**config.mk**
```make
export PLATFORM = sky130hd
export DESIGN_NAME = instr_fetch
export DESIGN_NICKNAME = d
export VERILOG_FILES = /design/src/rtl/cpu_pkg.sv /design/src/rtl/instr_fetch_fifo.sv /design/src/rtl/instr_fetch.sv
export SDC_FILE = /design/constraint.sdc
export NUM_CORES = 1
export LEC_CHECK = 0
export BUFFER_PORTS_ARGS = -buffer_cell sky130_fd_sc_hd__buf_2
export CAP_MARGIN = 0
export CORE_UTILIZATION = 45
export CTS_CLUSTER_SIZE = 30
export DETAILED_ROUTE_END_ITERATION = 12
export PLACE_DENSITY_LB_ADDON = 0.15
export SETUP_SLACK_MARGIN = 0.2
export SYNTH_ARGS = -nofsm -noshare
export SYNTH_HDL_FRONTEND = slang
export SYNTH_SLANG_ARGS = --single-unit
```
**constraint.sdc**
```tcl
create_clock -name clk -period 5.6 [get_ports clk]
set_clock_uncertainty 0.15 [all_clocks]
set_input_delay 0.84 -clock clk [delete_from_list [all_inputs] [get_ports clk]]
set_output_delay 0.84 -clock clk [all_outputs]
set_load 0.02 [all_outputs]
```
**src/rtl/cpu_pkg.sv**
```systemverilog
// Shared fetch-stage definitions: state encoding, PC increment and the
// default reset address, plus the layout of one prefetch buffer entry.
package cpu_pkg;

    typedef enum logic [1:0] {
        IDLE   = 2'd0,
        RUN    = 2'd1,
        HALTED = 2'd2
    } fetch_state_t;

    localparam logic [31:0] PC_STEP          = 32'd4;
    localparam logic [31:0] DEFAULT_RESET_PC = 32'h0000_0000;
    localparam int          ENTRY_W          = 64;

    // One buffered fetch: the address in the upper half, the word below it.
    typedef struct packed {
        logic [31:0] pc;
        logic [31:0] word;
    } fetch_entry_t;

    // Instruction addresses are word aligned, so the low two bits are dropped.
    function automatic logic [31:0] align_word(input logic [31:0] addr);
        return {addr[31:2], 2'b00};
    endfunction

endpackage

```
**src/rtl/instr_fetch_fifo.sv**
```systemverilog
// Prefetch buffer between the fetch PC and decode. A power-of-two ring of
// entries whose pointers wrap naturally; flush empties it in one cycle.
module fetch_fifo
    import cpu_pkg::*;
#(
    parameter int DEPTH = 2
) (
    input  logic                     clk,
    input  logic                     rst_n,
    input  logic                     push,
    input  logic                     pop,
    input  logic                     flush,
    input  logic [ENTRY_W-1:0]       wr_data,
    output logic [ENTRY_W-1:0]       rd_data,
    output logic [$clog2(DEPTH):0]   count
);

    localparam int PW = $clog2(DEPTH);

    logic [ENTRY_W-1:0] mem [DEPTH];
    logic [PW-1:0]      wr_ptr;
    logic [PW-1:0]      rd_ptr;

    // Entry storage carries no reset; a flush simply discards what is there.
    always_ff @(posedge clk) begin
        if (push && !flush) begin
            mem[wr_ptr] <= wr_data;
        end
    end

    // Pointers and occupancy; reset and flush both return to empty.
    always_ff @(posedge clk) begin
        if (!rst_n || flush) begin
            wr_ptr <= '0;
            rd_ptr <= '0;
            count  <= '0;
        end else begin
            if (push) begin
                wr_ptr <= wr_ptr + 1'b1;
            end
            if (pop) begin
                rd_ptr <= rd_ptr + 1'b1;
            end
            case ({push, pop})
                2'b10:   count <= count + 1'b1;
                2'b01:   count <= count - 1'b1;
                default: count <= count;
            endcase
        end
    end

    assign rd_data = mem[rd_ptr];

endmodule

```
**src/rtl/instr_fetch.sv**
```systemverilog
// Instruction fetch stage: owns the PC, a three-state run/halt machine and
// the prefetch buffer feeding decode. Redirects flush the buffer and retarget
// the PC ahead of everything else except reset.
module instr_fetch
    import cpu_pkg::*;
#(
    parameter logic [31:0] RESET_PC   = DEFAULT_RESET_PC,
    parameter int          FIFO_DEPTH = 2
) (
    input  logic        clk,
    input  logic        rst_n,
    output logic [31:0] rom_pc,
    input  logic [31:0] rom_instruction,
    input  logic        redirect,
    input  logic [31:0] redirect_pc,
    input  logic        halt,
    output logic        inst_valid,
    input  logic        inst_ready,
    output logic [31:0] inst,
    output logic [31:0] inst_pc,
    output logic        misaligned
);

    localparam int              CW         = $clog2(FIFO_DEPTH) + 1;
    localparam logic [CW-1:0]   FULL_COUNT = CW'(FIFO_DEPTH);

    fetch_state_t  state;
    logic [31:0]   pc;
    logic [CW-1:0] count;
    logic          push;
    logic          pop;
    fetch_entry_t  wr_entry;
    fetch_entry_t  head_entry;

    assign inst_valid = (count != '0);
    assign pop        = inst_valid && inst_ready;
    assign push       = (state == RUN) && !halt && !redirect
                        && ((count != FULL_COUNT) || pop);

    assign wr_entry   = '{pc: pc, word: rom_instruction};
    assign rom_pc     = pc;
    assign inst_pc    = head_entry.pc;
    assign inst       = head_entry.word;

    // PC register: redirect target wins, otherwise advance on each push.
    always_ff @(posedge clk) begin
        if (!rst_n) begin
            pc <= RESET_PC;
        end else if (redirect) begin
            pc <= align_word(redirect_pc);
        end else if (push) begin
            pc <= pc + PC_STEP;
        end
    end

    // Run/halt sequencing; a redirect freezes the state for that cycle.
    always_ff @(posedge clk) begin
        if (!rst_n) begin
            state <= IDLE;
        end else if (!redirect) begin
            case (state)
                IDLE:    state <= RUN;
                RUN:     state <= halt ? HALTED : RUN;
                HALTED:  state <= halt ? HALTED : RUN;
                default: state <= IDLE;
            endcase
        end
    end

    // One-cycle flag for a redirect target with nonzero low address bits.
    always_ff @(posedge clk) begin
        if (!rst_n) begin
            misaligned <= 1'b0;
        end else begin
            misaligned <= redirect && (redirect_pc[1:0] != 2'b00);
        end
    end

    fetch_fifo #(
        .DEPTH (FIFO_DEPTH)
    ) u_fifo (
        .clk     (clk),
        .rst_n   (rst_n),
        .push    (push),
        .pop     (pop),
        .flush   (redirect),
        .wr_data (wr_entry),
        .rd_data (head_entry),
        .count   (count)
    );

endmodule

```
==> flow_metrics.py <==
metrics = {
    "drt": {
        "ant_nets": 0,
        "dr.pass1.iters": 5,
        "wl_per_cell_um": 17.9,
        "via_per_inst": 5.41,
        "drc": 0,
        "wirelength_um": 14800,
        "drt-initial-drc-count": 333,
        "vias": 4480,
    },
    "sta": {
        "tns_ns": 0,
        "slew_viol_final": 0,
        "clock.fmax_ghz": 0.319,
        "fin_crit_sh_pct": 56.0,
        "rsz0062_at_grt": "no",
        "relSlewSlack_pct": 39.6,
        "final.min_clock_period_ns": 3.13,
        "worst_pin_slew_ns": 0.906,
        "hold_violations": 0,
        "setup_viol": 0,
    },
    "synth": {
        "synth_top_area_share_pct": 55.3,
        "synth_area_sq_mm": 0.00674,
        "netlist_top_cells_count": "124 x edfxtp_1, 65 x mux2_2, 38 x dfxtp_1",
        "ys_types": 62,
        "synth-main-ff-cell": "edfxtp_1",
        "synth_most_common_cell": "edfxtp_1",
        "ys_warn_count": 0,
        "synthTopCellsByArea": "edfxtp_1 55%, dfxtp_1 11%, mux2_2 11%, nand3_1 2.2%, nand2_1 1.4%",
        "synth_edf_count": 124,
        "syn_area_per_cell_sq_um": 14.3,
        "ys_ff_latch": 162,
        "ys_async_sr_fraction_pct": 0,
        "yosys.area.top_type": "edfxtp_1",
        "synth_sequential_area_ratio_pct": 66.6,
        "netlist_instances": 471,
    },
    "job": {
        "drv_cap": 0,
    },
    "clock_tree": {
        "cts-resized-gates": 0,
        "root_buffer": "clkbuf_16",
        "clock_latency_ns": 0.42,
        "cts_tree": "built",
        "cts_num_sinks": 162,
        "post_cts_buffers": 0,
        "cts.htree.levels": 4,
        "clock_path_buffers": 2,
        "path_clk_slew_ns": 0.06,
        "holdBufCountCts": 0,
        "numCtsBuffers": 17,
    },
    "floorplan": {
        "die_height_um": 124,
        "initial_utilization_pct": 46.2,
        "core-area_sq_mm": 0.0146,
        "die_area_sq_mm": 0.0155,
        "row_count": 44,
        "num_io_pins": 167,
        "fp.dieW_um": 124,
    },
    "placement": {
        "port_buffers": 162,
        "gp_congestion": 0.802,
        "placed_cell_area_sq_mm": 0.00768,
        "dp_hpwl_um": 9520,
    },
    "outcome": {
        "status": "complete, no violations",
    },
    "layout": {
        "area_delta_synth_final_pct": 22.6,
        "layout-drive-gt1-share_pct": 42.9,
        "layout.nets": 706,
        "diodes": 0,
        "final_area_sq_mm": 0.00826,
        "fillerInstances": 1238,
    },
    "global_route": {
        "grt-ovfl-total": 0,
        "grt_pass1_wl_um": 23400,
        "first_global_vias": 4324,
        "grt_max_degree": 63,
        "grt_antenna_before_repair": 0,
        "track_usage_pct": 19.5,
    },
    "power_and_ir_drop": {
        "total_leakage_power_nw": 3.08,
        "powerDensity_mw_per_mm2": 320,
        "ir_drop_mv": 0.179,
    },
    "worst_hold_path": {
        "min_path_type": "reg -> reg",
        "hold_path_depth": 2,
    },
    "setup_path": {
        "reg2reg_slack_ns": 2.72,
        "crit_fanout": 48,
        "crit_type": "in -> reg",
        "start_kind": "input port",
        "cp_data_arrival_time_ns": 3.03,
        "crit_required_ns": 5.50,
        "critPathCaptureType": "flop",
        "reg2reg_depth": 7,
    },
}
-- layout by cell type, fill, tap and decap left out, types with 3 or more instances in the layout --
cell type  count
nand2_1       26
o21ai_0       11
nand3_1       30
conb_1         4
xor2_1         8
ha_1           5
xnor2_1        6
clkinv_2       3
bufinv_16      3
nor4_1         3
nor3_1         5
o211ai_1       8
mux2_2        65
inv_1          7
and4_1         6
clkbuf_16     17
clkinv_1       5
and3_1         7
edfxtp_1     124
nand4_1        6
a21oi_1       19
nor2_1        17
a21boi_0       3
dfxtp_1       37
buf_2        162
-- area by class of cell --
cell class / instances / area, sq um / share of cell area [%]
sequential: 162 / 4490 / 54.4
multi-input combinational: 278 / 2100 / 25.5
timing repair buffer: 164 / 826 / 10.0
clock buffer: 18 / 429 / 5.20
tap: 184 / 230 / 2.79
clock inverter: 13 / 144 / 1.74
inverter: 9 / 33.8 / 0.409
-- where the power goes --
part / internal (mW) / total (mW) / switching, mW
Sequential: 1.32 / 1.35 / 0.0324
Clock: 0.690 / 1.14 / 0.447
Combinational: 0.0614 / 0.157 / 0.0954
Total: 2.07 / 2.64 / 0.574
-- through the flow --
step	util [%]	worst slack, ns	power, mW	std cells	hold WS, ns
2_1_floorplan	-	0.778	1.46	474	0.311
3_3_place_gp	52.7	2.08	1.53	797	0.322
3_5_place_dp	52.7	1.99	1.53	797	0.352
4_1_cts	56.6	2.45	2.67	828	0.371
5_1_grt	56.6	2.30	2.73	828	0.411
6_report	56.6	2.47	2.64	828	0.372
-- layer usage --
metal	global-route usage [%]	vias up	share of wire, %
met3	4.47	14	4.9
met4	7.09	0	1.3
met1	26.2	2220	45
li1	-	2114	-
met5	0	-	0
met2	30.9	132	48
-- state kept, by name (all words and copies together), names as in the netlist, named ones only --
register       flops
u_fifo.count       2
u_fifo.rd_ptr      1
rom_pc            30
state              2
u_fifo.mem       124
misaligned         1
u_fifo.wr_ptr      1
-- worst max-delay path: stages --
cell and delay (ns):
buf_2 0.34, nor3_4 0.26, buf_4 0.28, inv_2 0.21, nor2_4 0.41, buf_4 0.61
-- cell families after synthesis --
group	Yosys count	synth area share, %
flops	162	66.6
simple gates	124	10.5
mux	67	11.3
compound gates	64	6.34
buf+inv	34	2.49
xor+xnor	14	1.82
fa+ha+maj	5	0.929
other cells	1	0.0557
-- path summary, 6_finish.rpt --
check            from                end
min          state[1]           state[1]
max          redirect  u_fifo.mem[0][61]
min reg2reg  state[1]           state[1]
max reg2reg  state[0]  u_fifo.mem[0][61]
(Power assumes the default switching activity.)
